===== src/rtl/fetch_unit.sv =====
// Instruction fetch front end: walks a PC through a combinational-read instruction
// memory and buffers {instruction, pc} pairs in a 2-entry FIFO for decode.
module fetch_unit #(
  parameter int unsigned    N         = 16,
  parameter int unsigned    eff       = 10,
  parameter logic [N-1:0]   RESET_PC  = 16'h0000,
  parameter logic [N-1:0]   HALT_WORD = 16'hFFFF
) (
  input  logic         clk,
  input  logic         rst,
  input  logic         start,
  input  logic         redirect_valid,
  input  logic [N-1:0] redirect_pc,
  output logic [N-1:0] imem_addr,
  input  logic [N-1:0] imem_data,
  output logic         inst_valid,
  input  logic         inst_ready,
  output logic [N-1:0] inst_out,
  output logic [N-1:0] inst_pc,
  output logic         halted,
  output logic [1:0]   dbg_state
);

  // Handshake: the head entry is transferred to decode on a rising edge where
  // inst_valid && inst_ready; inst_valid never depends on inst_ready.

  if (eff > N) begin : g_eff_check
    $error("fetch_unit: eff must not exceed N");
  end

  typedef enum logic [1:0] {
    S_IDLE  = 2'd0,
    S_FETCH = 2'd1,
    S_HALT  = 2'd2
  } state_t;

  state_t       state_q, state_d;
  logic [N-1:0] fetch_pc_q, fetch_pc_d;
  logic [1:0]   count_q, count_d;
  logic [N-1:0] ent_inst_q [2];
  logic [N-1:0] ent_pc_q   [2];
  logic [N-1:0] ent_inst_d [2];
  logic [N-1:0] ent_pc_d   [2];

  logic pop;
  logic push;
  logic flush;
  logic wr_slot;

  assign pop   = inst_valid && inst_ready;
  assign flush = redirect_valid && (state_q != S_IDLE);

  // After an optional pop, the new word lands in the first free slot.
  assign wr_slot = (count_q == 2'd2) || ((count_q == 2'd1) && !pop);

  always_comb begin
    state_d    = state_q;
    fetch_pc_d = fetch_pc_q;
    count_d    = count_q;
    ent_inst_d = ent_inst_q;
    ent_pc_d   = ent_pc_q;
    push       = 1'b0;

    if (flush) begin
      // Redirect wins over everything: an accepted head is consumed and dropped.
      count_d    = 2'd0;
      fetch_pc_d = redirect_pc;
      state_d    = S_FETCH;
    end else begin
      case (state_q)
        S_IDLE: begin
          if (start) state_d = S_FETCH;
        end
        S_FETCH: begin
          push = (count_q != 2'd2) || pop;
          if (push && (imem_data == HALT_WORD)) state_d = S_HALT;
        end
        default: ;
      endcase

      if (pop) begin
        ent_inst_d[0] = ent_inst_q[1];
        ent_pc_d[0]   = ent_pc_q[1];
      end

      if (push) begin
        ent_inst_d[wr_slot] = imem_data;
        ent_pc_d[wr_slot]   = fetch_pc_q;
        fetch_pc_d          = fetch_pc_q + N'(1);
      end

      count_d = count_q - 2'(pop) + 2'(push);
    end
  end

  always_ff @(posedge clk) begin
    if (rst) begin
      state_q    <= S_IDLE;
      fetch_pc_q <= RESET_PC;
      count_q    <= 2'd0;
    end else begin
      state_q    <= state_d;
      fetch_pc_q <= fetch_pc_d;
      count_q    <= count_d;
    end
  end

  // Payload storage needs no reset: it is only observed while count is nonzero.
  always_ff @(posedge clk) begin
    ent_inst_q <= ent_inst_d;
    ent_pc_q   <= ent_pc_d;
  end

  assign imem_addr  = fetch_pc_q;
  assign inst_valid = (count_q != 2'd0);
  assign inst_out   = ent_inst_q[0];
  assign inst_pc    = ent_pc_q[0];
  assign halted     = (state_q == S_HALT);
  assign dbg_state  = state_q;

endmodule


===== config.mk =====
export PLATFORM = sky130hd
export DESIGN_NAME = fetch_unit
export DESIGN_NICKNAME = d
export VERILOG_FILES = /design/src/rtl/fetch_unit.sv
export SDC_FILE = /design/constraint.sdc
export NUM_CORES = 1
export LEC_CHECK = 0
export ABC_AREA = 1
export CAP_MARGIN = 10
export CORE_UTILIZATION = 45
export CTS_CLUSTER_SIZE = 8
export DETAILED_ROUTE_END_ITERATION = 10
export PLACE_DENSITY = 0.8
export SLEW_MARGIN = 20
export SYNTH_ARGS = -nofsm -noshare
export SYNTH_HDL_FRONTEND = slang
export SYNTH_SLANG_ARGS = --single-unit

===== constraint.sdc =====
create_clock -name clk -period 6 [get_ports clk]
set_input_delay 0.6 -clock clk [delete_from_list [all_inputs] [get_ports clk]]
set_output_delay 0.6 -clock clk [all_outputs]
set_load 0.02 [all_outputs]

==> metrics.txt <==
Power Dens Cells 412 nW/um^2; ANT nets after route 0; post-CTS setup repair buffer count 0; clock root buffer master clkbuf_8; Slew HR 36.3%; clock slew at reported path FFs 0.08 ns; setup TNS 0 ns; CP max stage delay 0.64 ns; Simple-Gate Fraction of Synth Area 22.5%; number of global-route vias before repair 3269; Worst Clk Skew 0.0148 ns; XOR/XNOR Fraction of Synth Area 0.624%; crit-path cells clkdlybuf4s50_1 > nand2_2 > inv_1 > ha_1 > inv_1 > ha_1 > or2_2 > a21oi_1; dominant synthesized flop cell edfxtp_1; Post-DP HPWL 6680 um; outcome finished, final reports clean; DR DRC count 0; Site Rows 34; CP arrival 3.37 ns; crit path kind primary input to flip-flop; FMAX 324 MHz; DR iter-0 viols 222; Distinct cells, synth 36; Resize count post-CTS 0; Synth area leaders edfxtp_1 46%, nand2_1 11%, dfxtp_1 9.5%; DR WL/cell 15.9 um; maxcap violations 0; EDFF count, synth 64; nets 545; GRT Overall Usage 21.2%; final hold slack 0.567 ns; most frequent cell after synthesis nand2_1; fin crit share 51.4%; Synth top cells by count 126 x nand2_1, 64 x edfxtp_1, 44 x nor2_1, 38 x a31oi_1, 33 x buf_4; Worst Setup Start Kind primary input; ys async rst share 0%; GRT met1 Usage 27.9%; core area 8890 um^2; post-synth net total 491; CP Data Required Time 6.29 ns; first-pass GRT wire length 15900 um; via/cell ratio 5.38; area leader, netlist edfxtp_1; Syn Area/Cell 9.33 um^2; Crit-path slowest cell inv_1; Fill cells 792; die area 9740 um^2; grt met2 use 34.7%; fin crit period 3.08 ns; buffers plus inverters on the worst setup path 3; initial antenna violation count 0; Critical Path Sink Type flip-flop; CTS buffer count 9; Vias 3327; # diodes 0; Hold-fix buffers, CTS 0; H-tree depth 3; top cell type's share of synthesized area 45.7%; mux contribution to synthesized area 0%; total power 0.00210 W; cell family with most CP delay buffers and inverters; Syn. warnings 0; DRT Pass-1 Iters 5; Post-Syn Area 4210 um^2; final wirelength 9810 um; IO buf count 88; Pins Over Slew Limit 0; clock latency at the later pin of the worst-skew pair 0.36 ns; # setup viols final 0; #FFs+latches synth 84; layout cells sized above 1 8.04%; Synth Instances 451; pin slew with the least headroom to its limit 0.955 ns; startpoint of the worst-slack reg-to-reg timing path count_q[1]$_SDFF_PP0_; combined area of the multi-input logic cells 1450 um^2; CTS max path bufs 2; combinational family with the most area after synthesis simple AND/OR/NAND/NOR gates; maximum VDD drop 0.159 mV; post-synthesis compound-gate area fraction 10.2%; io pins 89; Hold Violations, Final 0; Layout area overhead 21.0%; CTS tree done; Post-Synth Adder-Cell Area 0.892%; Finished Core Util 57.3%; register area share after synthesis 55.2%; GR peak layer met2; hold path startpoint imem_addr[3]$_SDFFE_PP0P_; Starting Density 47.3%; RSZ-0062 raised after global routing false; crit path from inst_ready; worst min path class flip-flop to flip-flop; die width 98.7 um; GR Util met3 3.33%; Die H 98.7 um; largest net degree at the start of global routing 65; Lkg Pwr 1.90 nW; Sink Count 84; Crit Path Max Fanout 33; Final Wtd Congestion 0.855; GRT overflow 0; register area 2320 um^2
[stage by stage]
| step | worst slack, ns | area [um^2] | cells |
|---|---|---|---|
| floorplan | 2.28 | 4210 | 451 |
| finish | 2.92 | 5090 | 618 |
| global placement | 2.67 | 4920 | 602 |
| detailed placement | 2.57 | 4920 | 602 |
| CTS | 2.94 | 5090 | 618 |
| global route | 2.70 | 5090 | 618 |
[final cells by class]
cell class | count | share of cell area, %
multi-input combinational | 288 | 28.4
clock inverter | 7 | 0.860
clock buffer | 9 | 2.43
inverter | 32 | 2.46
tap | 108 | 2.65
sequential | 84 | 45.6
timing repair buffer | 90 | 17.6
[layout by cell type, fill, tap and decap left out, types with 3 or more instances in the layout]
master,n
nor2_2,3
nor2_1,44
inv_1,29
clkinv_2,3
clkbuf_8,9
nand3_1,15
ha_1,3
a21oi_1,10
edfxtp_1,64
nand4_1,4
nor3_1,6
clkdlybuf4s50_1,88
nand2_1,126
o21ai_1,3
o21ai_0,9
dfxtp_1,20
a21oi_2,3
a31oi_1,38
nand2_2,3
[metal layers]
layer  wire, um  up-vias
met1       4250     1567
li1           -     1616
met3        475       14
met2       4890      130
met5          0        -
met4        193        0
[cell families (layout without fill, tap and decap cells)]
family | Yosys count | count (layout)
simple gates | 213 | 213
flops | 84 | 84
buf+inv | 79 | 138
compound gates | 69 | 69
fa+ha+maj | 3 | 3
xor+xnor | 3 | 3
[worst register-to-register path, cell delays in order, from the launching register on]
cell     delay, ns
dfxtp_1       0.36
or2_4         0.28
nand2_2       0.49
inv_1         0.64
ha_1          0.50
inv_1         0.04
ha_1          0.19
or2_2         0.31
a21oi_1       0.12
[path summary, 6_finish.rpt]
kind                            to  slack, ns  cells past startpoint
max          count_q[1]$_SDFF_PP0_       2.92                      8
min                      flip-flop       0.57                      0
max reg2reg  count_q[1]$_SDFF_PP0_       3.00                      8
min reg2reg              flip-flop       0.57                      0
[where the power goes]
group	internal, W	switching (W)
registers	0.000830	0.000103
clock network	0.000148	0.000213
logic	0.000358	0.000448
No activity file was read; power rests on OpenSTA's default activity.
